==> src/rtl/peri_pkg.sv <==
// Definitions shared by the AHB peripheral decoder and the peripheral response mux.
package peri_pkg;

    localparam int PERI_NSLV = 32;
    localparam int PERI_DW   = 32;

    typedef enum logic [1:0] {
        HTRANS_IDLE   = 2'b00,
        HTRANS_BUSY   = 2'b01,
        HTRANS_NONSEQ = 2'b10,
        HTRANS_SEQ    = 2'b11
    } htrans_e;

    localparam logic HRESP_OKAY  = 1'b0;
    localparam logic HRESP_ERROR = 1'b1;

    typedef enum logic [1:0] {
        ST_NONE = 2'b00,
        ST_SLV  = 2'b01,
        ST_ERR1 = 2'b10,
        ST_ERR2 = 2'b11
    } dp_state_e;

endpackage

==> src/rtl/peri_default_slave.sv <==
// Data-phase sequencer for the peripheral region: owns the two-cycle ERROR reply
// for unmapped addresses plus the saturating error counter and last bad address.
//
//  state   | meaning
//  NONE    | no data phase pending, bus sees OKAY/ready
//  SLV     | a mapped slave owns the data phase
//  ERR1    | first ERROR cycle, HREADYOUT low
//  ERR2    | second ERROR cycle, HREADYOUT high
module peri_default_slave
    import peri_pkg::*;
#(
    parameter int ECW = 8
) (
    input  logic           HCLK,
    input  logic           HRESET,
    input  logic           req,
    input  logic           hit,
    input  logic           HREADY,
    input  logic [9:0]     HADDR,
    input  logic           ERR_CLR,
    output dp_state_e      state,
    output logic [ECW-1:0] ERR_CNT,
    output logic [9:0]     ERR_ADDR
);

    dp_state_e      state_q, state_d;
    logic [ECW-1:0] cnt_q, cnt_d;
    logic [9:0]     addr_q, addr_d;
    logic           err_entry;

    assign err_entry = (state_q != ST_ERR1) & HREADY & req & ~hit;

    always_comb begin
        state_d = state_q;
        if (state_q == ST_ERR1) begin
            // ERR1 always moves on: HREADY is low here because we drive it low.
            state_d = ST_ERR2;
        end else if (HREADY) begin
            if (!req) begin
                state_d = ST_NONE;
            end else if (hit) begin
                state_d = ST_SLV;
            end else begin
                state_d = ST_ERR1;
            end
        end
    end

    always_comb begin
        cnt_d  = cnt_q;
        addr_d = addr_q;
        if (ERR_CLR) begin
            cnt_d    = '0;
            cnt_d[0] = err_entry;
        end else if (err_entry && (cnt_q != {ECW{1'b1}})) begin
            cnt_d = cnt_q + ECW'(1);
        end
        if (err_entry) begin
            addr_d = HADDR;
        end
    end

    always_ff @(posedge HCLK or posedge HRESET) begin
        if (HRESET) begin
            state_q <= ST_NONE;
            cnt_q   <= '0;
            addr_q  <= '0;
        end else begin
            state_q <= state_d;
            cnt_q   <= cnt_d;
            addr_q  <= addr_d;
        end
    end

    assign state    = state_q;
    assign ERR_CNT  = cnt_q;
    assign ERR_ADDR = addr_q;

endmodule

==> src/rtl/peri_resp_mux.sv <==
// Response-side mux for the AHB peripheral region: latches the data-phase owner,
// returns its HRDATA/HREADYOUT/HRESP, and answers unmapped accesses with ERROR.
module peri_resp_mux
    import peri_pkg::*;
#(
    parameter int NSLV = PERI_NSLV,
    parameter int DW   = PERI_DW,
    parameter int ECW  = 8
) (
    input  logic             HCLK,
    input  logic             HRESET,
    input  logic             HSEL,
    input  logic [1:0]       HTRANS,
    input  logic             HREADY,
    input  logic [9:0]       HADDR,
    input  logic [NSLV-1:0]  SSEL,
    input  logic [NSLV*DW-1:0] S_HRDATA,
    input  logic [NSLV-1:0]  S_HREADYOUT,
    input  logic [NSLV-1:0]  S_HRESP,
    input  logic             ERR_CLR,
    output logic [DW-1:0]    HRDATA,
    output logic             HREADYOUT,
    output logic             HRESP,
    output logic [ECW-1:0]   ERR_CNT,
    output logic [9:0]       ERR_ADDR
);

    logic            req;
    logic            hit;
    dp_state_e       state;
    logic [NSLV-1:0] dsel_q, dsel_d;
    logic [DW-1:0]   mux_data;
    logic            mux_rdy;
    logic            mux_resp;

    assign req = HSEL & ((HTRANS == HTRANS_NONSEQ) | (HTRANS == HTRANS_SEQ));
    assign hit = |SSEL;

    peri_default_slave #(
        .ECW (ECW)
    ) u_dflt (
        .HCLK     (HCLK),
        .HRESET   (HRESET),
        .req      (req),
        .hit      (hit),
        .HREADY   (HREADY),
        .HADDR    (HADDR),
        .ERR_CLR  (ERR_CLR),
        .state    (state),
        .ERR_CNT  (ERR_CNT),
        .ERR_ADDR (ERR_ADDR)
    );

    always_comb begin
        dsel_d = dsel_q;
        if (HREADY && (state != ST_ERR1)) begin
            dsel_d = req ? SSEL : '0;
        end
    end

    always_ff @(posedge HCLK or posedge HRESET) begin
        if (HRESET) begin
            dsel_q <= '0;
        end else begin
            dsel_q <= dsel_d;
        end
    end

    // AND-OR mux; an illegal multi-hot select yields the OR of the chosen slaves.
    always_comb begin
        mux_data = '0;
        mux_rdy  = 1'b0;
        mux_resp = 1'b0;
        for (int i = 0; i < NSLV; i++) begin
            mux_data = mux_data | (S_HRDATA[i*DW +: DW] & {DW{dsel_q[i]}});
            mux_rdy  = mux_rdy  | (S_HREADYOUT[i] & dsel_q[i]);
            mux_resp = mux_resp | (S_HRESP[i] & dsel_q[i]);
        end
    end

    always_comb begin
        HRDATA    = '0;
        HREADYOUT = 1'b1;
        HRESP     = HRESP_OKAY;
        unique case (state)
            ST_NONE: begin
                HREADYOUT = 1'b1;
                HRESP     = HRESP_OKAY;
            end
            ST_SLV: begin
                HRDATA    = mux_data;
                HREADYOUT = mux_rdy;
                HRESP     = mux_resp;
            end
            ST_ERR1: begin
                HREADYOUT = 1'b0;
                HRESP     = HRESP_ERROR;
            end
            ST_ERR2: begin
                HREADYOUT = 1'b1;
                HRESP     = HRESP_ERROR;
            end
            default: begin
                HREADYOUT = 1'b1;
                HRESP     = HRESP_OKAY;
            end
        endcase
    end

endmodule

==> config.mk <==
export PLATFORM = sky130hd
export DESIGN_NAME = peri_resp_mux
export DESIGN_NICKNAME = d
export VERILOG_FILES = /design/src/rtl/peri_pkg.sv /design/src/rtl/peri_default_slave.sv /design/src/rtl/peri_resp_mux.sv
export SDC_FILE = /design/constraint.sdc
export NUM_CORES = 1
export LEC_CHECK = 0
export ABC_AREA = 1
export CAP_MARGIN = 0
export CORE_AREA = 4 4 455 457
export CTS_CLUSTER_DIAMETER = 40
export DETAILED_ROUTE_END_ITERATION = 8
export DIE_AREA = 0 0 459 461
export HOLD_SLACK_MARGIN = 0.12
export PLACE_DENSITY = 0.3
export SLEW_MARGIN = 0
export SYNTH_ARGS = -nofsm -noshare
export SYNTH_HDL_FRONTEND = slang
export SYNTH_SLANG_ARGS = --single-unit
==> constraint.sdc <==
create_clock -name HCLK -period 2.9 [get_ports HCLK]
set_input_delay 0.58 -clock HCLK [delete_from_list [all_inputs] [get_ports HCLK]]
set_output_delay 0.58 -clock HCLK [all_outputs]
set_load 0.02 [all_outputs]
Word-level counts from Yosys, hierarchy flattened
Cells that the tools add are included.
Widths: inputs -> output; s select.
- add/subtract/negate cells: 1
- $mul: 0
- div/mod/pow operators: 0
- order comparisons: 0
- equal/unequal tests: 7
- shifts and indexed selects: 0
- mux-type cells: 10
- bitwise operators: 195
- reduce and logical (&&, ||, !) cells: 8
- operators with widths (cell ; count):
    $and 32x32->32 ; 32
    $or 32x32->32 ; 31
    $and 1x1->1 ; 68
    $mux 32 ; 2
    $or 1x1->1 ; 63
    $reduce_or 32->1 ; 1
    $mux 8 ; 2
    $add 8x1->8 const B ; 1
    $eq 2x2->1 const B ; 4
    $mux 2 ; 4
    $ne 8x8->1 const B ; 1
    $pmux 1 s3 ; 2
    $reduce_bool 2->1 ; 2
    $reduce_or 2->1 ; 2
    $eq 2x1->1 const B ; 1
    $logic_and 1x1->1 ; 2
    $logic_not 2->1 ; 1
    $ne 2x2->1 const B ; 1
    $not 1->1 ; 1
- register bits: 52
- latch bits: 0
- memory bits (writable): 0
- memory bits (read-only): 0
- input port bits: 1137
- output and inout bits: 52
- word-level logic and storage cells: 225
- memories: 0

Depth between registers and ports, before layout
Gate-level depths: netlist (run 1).
- depth in word-level cells: 33
- gate-level depth with buffers: 9

Hierarchy
Synthesis (run 1) repeated with hierarchy kept, for this count alone.
- cell total of the unflattened synthesis: 2434
- area total of the unflattened synthesis: 11528.6 µm²
- modules (own cells, without submodules) (module ; instances ; cells each ; area an instance (µm²)):
    peri_resp_mux ; 1 ; 2304 ; 10498.8
    peri_default_slave ; 1 ; 130 ; 1029.7

Worst setup path after synthesis (run 1)
Ideal clock, no wire load.
- path kind: register to output
- from: reg dsel_q[18]
- to: out HRDATA[25]
- arrival: 1.288 ns
- required time: 2.320 ns
- slack: 1.032 ns
- stages on the path, launching flop included: 7
- cell sequence: dfrtp_1 buf_2 clkbuf_1 nand2_1 nand4_1 nor3_1 a21oi_1
- longest elaborated chain between the ends: 16
- RTL lines (element ; line ; source):
    start: declaration ; peri_resp_mux.sv:31 ; logic [NSLV-1:0] dsel_q, dsel_d;
    start signal: assignment ; peri_resp_mux.sv:65 ; dsel_q <= dsel_d;
    $and 32x32->32 ; peri_resp_mux.sv:75 ; mux_data = mux_data | (S_HRDATA[i*DW +: DW] & {DW{dsel_q[i]}});
    $or 32x32->32 (14 in a row) ; peri_resp_mux.sv:75 ;
    $mux 32 ; peri_resp_mux.sv:85 ; unique case (state)
    end: declaration ; peri_resp_mux.sv:21 ; output logic [DW-1:0] HRDATA,
No other way between the ends.

Final worst setup path (run 1)
- from: reg dsel_q[20]
- to: out HRDATA[11]
- longest elaborated chain between the ends: 14
- RTL lines (element ; line):
    $and 32x32->32 ; peri_resp_mux.sv:75
    $or 32x32->32 (12 in a row) ; peri_resp_mux.sv:75
    $mux 32 ; peri_resp_mux.sv:85
No other way between the ends.

==> results of run 1 <==
## power groups by stage
stage	Sequential (uW)	Clock [uW]	Combinational (uW)
final	942	719	7770
after CTS	963	761	7830
after detailed placement	1050	0	7140
after floorplan	808	0	1710
after global routing	954	773	8180
after global placement	1050	0	7180
## flip-flops by register name (all words and copies together), names as in the netlist
signal and cells:
u_dflt.state 2, u_dflt.ERR_ADDR 10, u_dflt.ERR_CNT 8, dsel_q 32
## Yosys cell counts, types with 2 or more instances
cell	instances	area share [%]
nand2_1	1416	52
nand4_1	182	11
nor2_1	117	4.3
buf_2	93	4.5
inv_1	86	3.1
nor3_1	64	3.1
dfrtp_1	52	13
clkbuf_1	49	1.8
a21oi_1	33	1.6
nand3_1	33	1.6
o21ai_0	33	1.6
a22o_1	12	1.0
ha_1	5	0.61
xor2_1	3	0.26
a22oi_1	2	0.15
xnor2_1	2	0.17
## metal layers
metal | vias to the layer above | GRT usage [%]
met3 | 262 | 5.833
li1 | 9826 | -
met4 | 104 | 2.073
met2 | 1254 | 35.39
met1 | 10410 | 26.01
met5 | - | 0
## cell type report
class	count	share of cell area, %
clock buffer	5	0.4081
clock inverter	3	0.09385
antenna	25	0.2040
tap	2688	10.97
inverter	88	1.090
timing repair buffer	1564	53.12
sequential	52	4.636
multi-input combinational	1908	29.48
## per-stage QoR
| step | cell area, um^2 | setup TNS [ns] |
|---|---|---|
| 6_report | 30660 | -2.935 |
| 5_1_grt | 30620 | -5.342 |
| 3_5_place_dp | 28340 | -11.10 |
| 2_1_floorplan | 10280 | 0 |
| 4_1_cts | 30170 | -4.165 |
| 3_3_place_gp | 28340 | -11.46 |
## kinds of logic (layout without fill, tap and decap cells)
family,Yosys count,in the layout
simple gates,1818,1818
other cells,0,25
fa+ha+maj,5,5
compound gates,80,80
buf+inv,231,1660
flops,52,52
xor+xnor,5,5
## critical path: cells and delay by family (launching register included)
kind / cells / cell delay [ns]
compound gates: 1 / 0.11
buf+inv: 4 / 0.74
simple gates: 4 / 0.88
flops: 1 / 0.54
## worst paths after layout
kind,from,endpoint,slack [ns],cells after the start
worst max-delay path,dsel_q[20],HRDATA[11],-0.30,9
worst min register to register,u_dflt.ERR_ADDR[7],u_dflt.ERR_ADDR[7],0.49,2
worst max register to register,u_dflt.ERR_CNT[0],u_dflt.ERR_CNT[1],1.02,10
min in group asynchronous,HRESET,u_dflt.ERR_ADDR[8],0.59,3
max in group asynchronous,HRESET,dsel_q[9],1.88,3
worst min-delay path,u_dflt.ERR_ADDR[7],u_dflt.ERR_ADDR[7],0.49,2
## repair_timing
action,CTS,global route
gates resized for setup,397,107
setup endpoints to repair,34,34
pin swaps,82,60
buffers inserted,69,12
cloned,1,0
hold endpoints to repair,0,0
==> results.py, run 1 <==
metrics = {
    "status": {
        "outcome": "finished with violations",
        "violations": "negative setup slack",
    },
    "floorplan": {
        "std_cell_rows": 166,
        "fp.dieW_um": 459,
        "ioPinCount": 1189,
        "core_um2": 203500,
        "initial_utilization_pct": 5.052,
        "die-area_um2": 211600,
        "chipHeight_um": 461,
    },
    "timing": {
        "setup_violations": 26,
        "rsz0062_at_grt": "yes",
        "hold_ws_ns": 0.4854,
        "worst_pin_slew_ns": 0.5978,
        "timing.fmax_ghz": 0.3126,
        "setup_ws_ns": -0.2989,
        "fin_crit_ns": 3.199,
        "slew_headroom_pct": 60.03,
        "clock_skew_ns": 0.005570,
        "slew_violations": 0,
        "min_period_over_period_pct": 110.3,
        "finalHoldViolCount": 0,
    },
    "power": {
        "p_sw_share_pct": 50.83,
        "combPwrFrac_pct": 82.4,
        "leakagePower_uw": 0.01254,
        "intPower_uw": 4638,
        "power_density_nw_per_um2": 307.6,
        "power_uw": 9433,
        "seqPwrFrac_pct": 10.0,
        "power_switching_uw": 4794,
        "vdd_ir_drop_max_mv": 0.2231,
        "clockPowerShare_pct": 7.6,
    },
    "placed_design": {
        "dp_hpwl_um": 202700,
        "gp_congestion": 0.9340,
        "place_ws_ns": -1.396,
        "portBuffers": 1187,
        "place_inst": 6229,
    },
    "clock_network": {
        "clock_path_buffers": 2,
        "hold_buffers": 0,
        "cts_num_sinks": 52,
        "cts_buffers": 5,
        "clock_latency_ns": 0.33,
        "cts_tree": "yes",
        "clk_pin_slew_ns": 0.09,
        "htree_levels": 2,
        "cts-root-buf": "clkbuf_16",
    },
    "route": {
        "routed_via_density": 3.451,
        "met1_length_um": 96680,
        "drc": 0,
        "vias": 21860,
        "wirelength_um": 227500,
        "first_iter_violations": 1806,
        "first_pass_iters": 5,
        "wl_per_cell_um": 35.93,
        "ant_nets": 0,
        "wl_met3_um": 19000,
        "routed.top_layer": "met5",
        "route.met2.wl_um": 107900,
    },
    "global_route": {
        "grt_max_degree": 53,
        "grt_overflow": 0,
        "antenna_found_initial": 162,
        "track_usage_pct": 20.47,
        "grt_pass1_wl_um": 275100,
        "grt_pass1_vias": 22730,
    },
    "logic_synthesis": {
        "synth_compound_area_share_pct": 4.380,
        "synth_area_per_cell_um2": 4.694,
        "ys.warnings.count": 0,
        "ys_ff_latch": 52,
        "postSynthCellCount": 2191,
        "yosys.cell_types.count": 25,
        "synth_adder_area_share_pct": 0.6083,
        "synth_top_family_by_area": "simple AND/OR/NAND/NOR gates",
        "synth_flop_cell": "dfrtp_1",
        "synth_simple_gate_area_share_pct": 72.33,
        "async_reset_ff_share_pct": 100.0,
        "syn_area_um2": 10280,
        "synthXorXnorAreaFrac_pct": 0.4258,
        "synthMuxAreaShare_pct": 0,
        "syn-num-nets": 3333,
        "synth_edf_count": 0,
        "ys_seq_area_share_pct": 12.65,
    },
    "cells_and_area": {
        "area_growth_pct": 198.2,
        "instances_no_fill": 6333,
        "ff_latch_area_um2": 1421,
        "layout_commonest_cell": "nand2_1",
        "num-nets-final": 4761,
        "final_cell_mix": "nand2_1, clkdlybuf4s50_1, buf_4",
        "multi_input_area_um2": 9039,
        "final_core_util_pct": 15.06,
        "drive_gt1_share_pct": 18.45,
        "fillers": 23730,
    },
    "critical_path": {
        "cp_cell_sequence": "buf_12 > nand2_1 > nand2_1 > inv_1 > nand4_1 > buf_6 > nor3_4 > a21oi_1 > buf_4",
        "path_class": "flip-flop to output pin",
        "cp_slowest_cell": "dfrtp_4",
        "worstSetupEndpointType": "output pin",
        "worstPathRequired_ns": 2.32,
        "crit_arrival_ns": 2.62,
        "critical_path.max_stage_delay_ns": 0.54,
        "cp_common_cell": "nand2_1",
        "crit_path_max_fanout": 14,
        "cp-start-kind": "flip-flop",
    },
    "job": {
        "cap_violations": 0,
    },
    "min_path": {
        "holdCritPathClass": "flip-flop to flip-flop",
    },
}
No activity file was read; power rests on OpenSTA's default activity.
==> run 2, diff against run 1 <==
--- a/config.mk
+++ b/config.mk
@@ -8,7 +8,7 @@
 export ABC_AREA = 1
 export CAP_MARGIN = 0
 export CORE_AREA = 4 4 455 457
-export CTS_CLUSTER_DIAMETER = 40
+export CTS_CLUSTER_DIAMETER = 80
 export DETAILED_ROUTE_END_ITERATION = 8
 export DIE_AREA = 0 0 459 461
 export HOLD_SLACK_MARGIN = 0.12
==> results of run 2 <==
The final DEF is identical to that of run 1; final timing and power are the same.
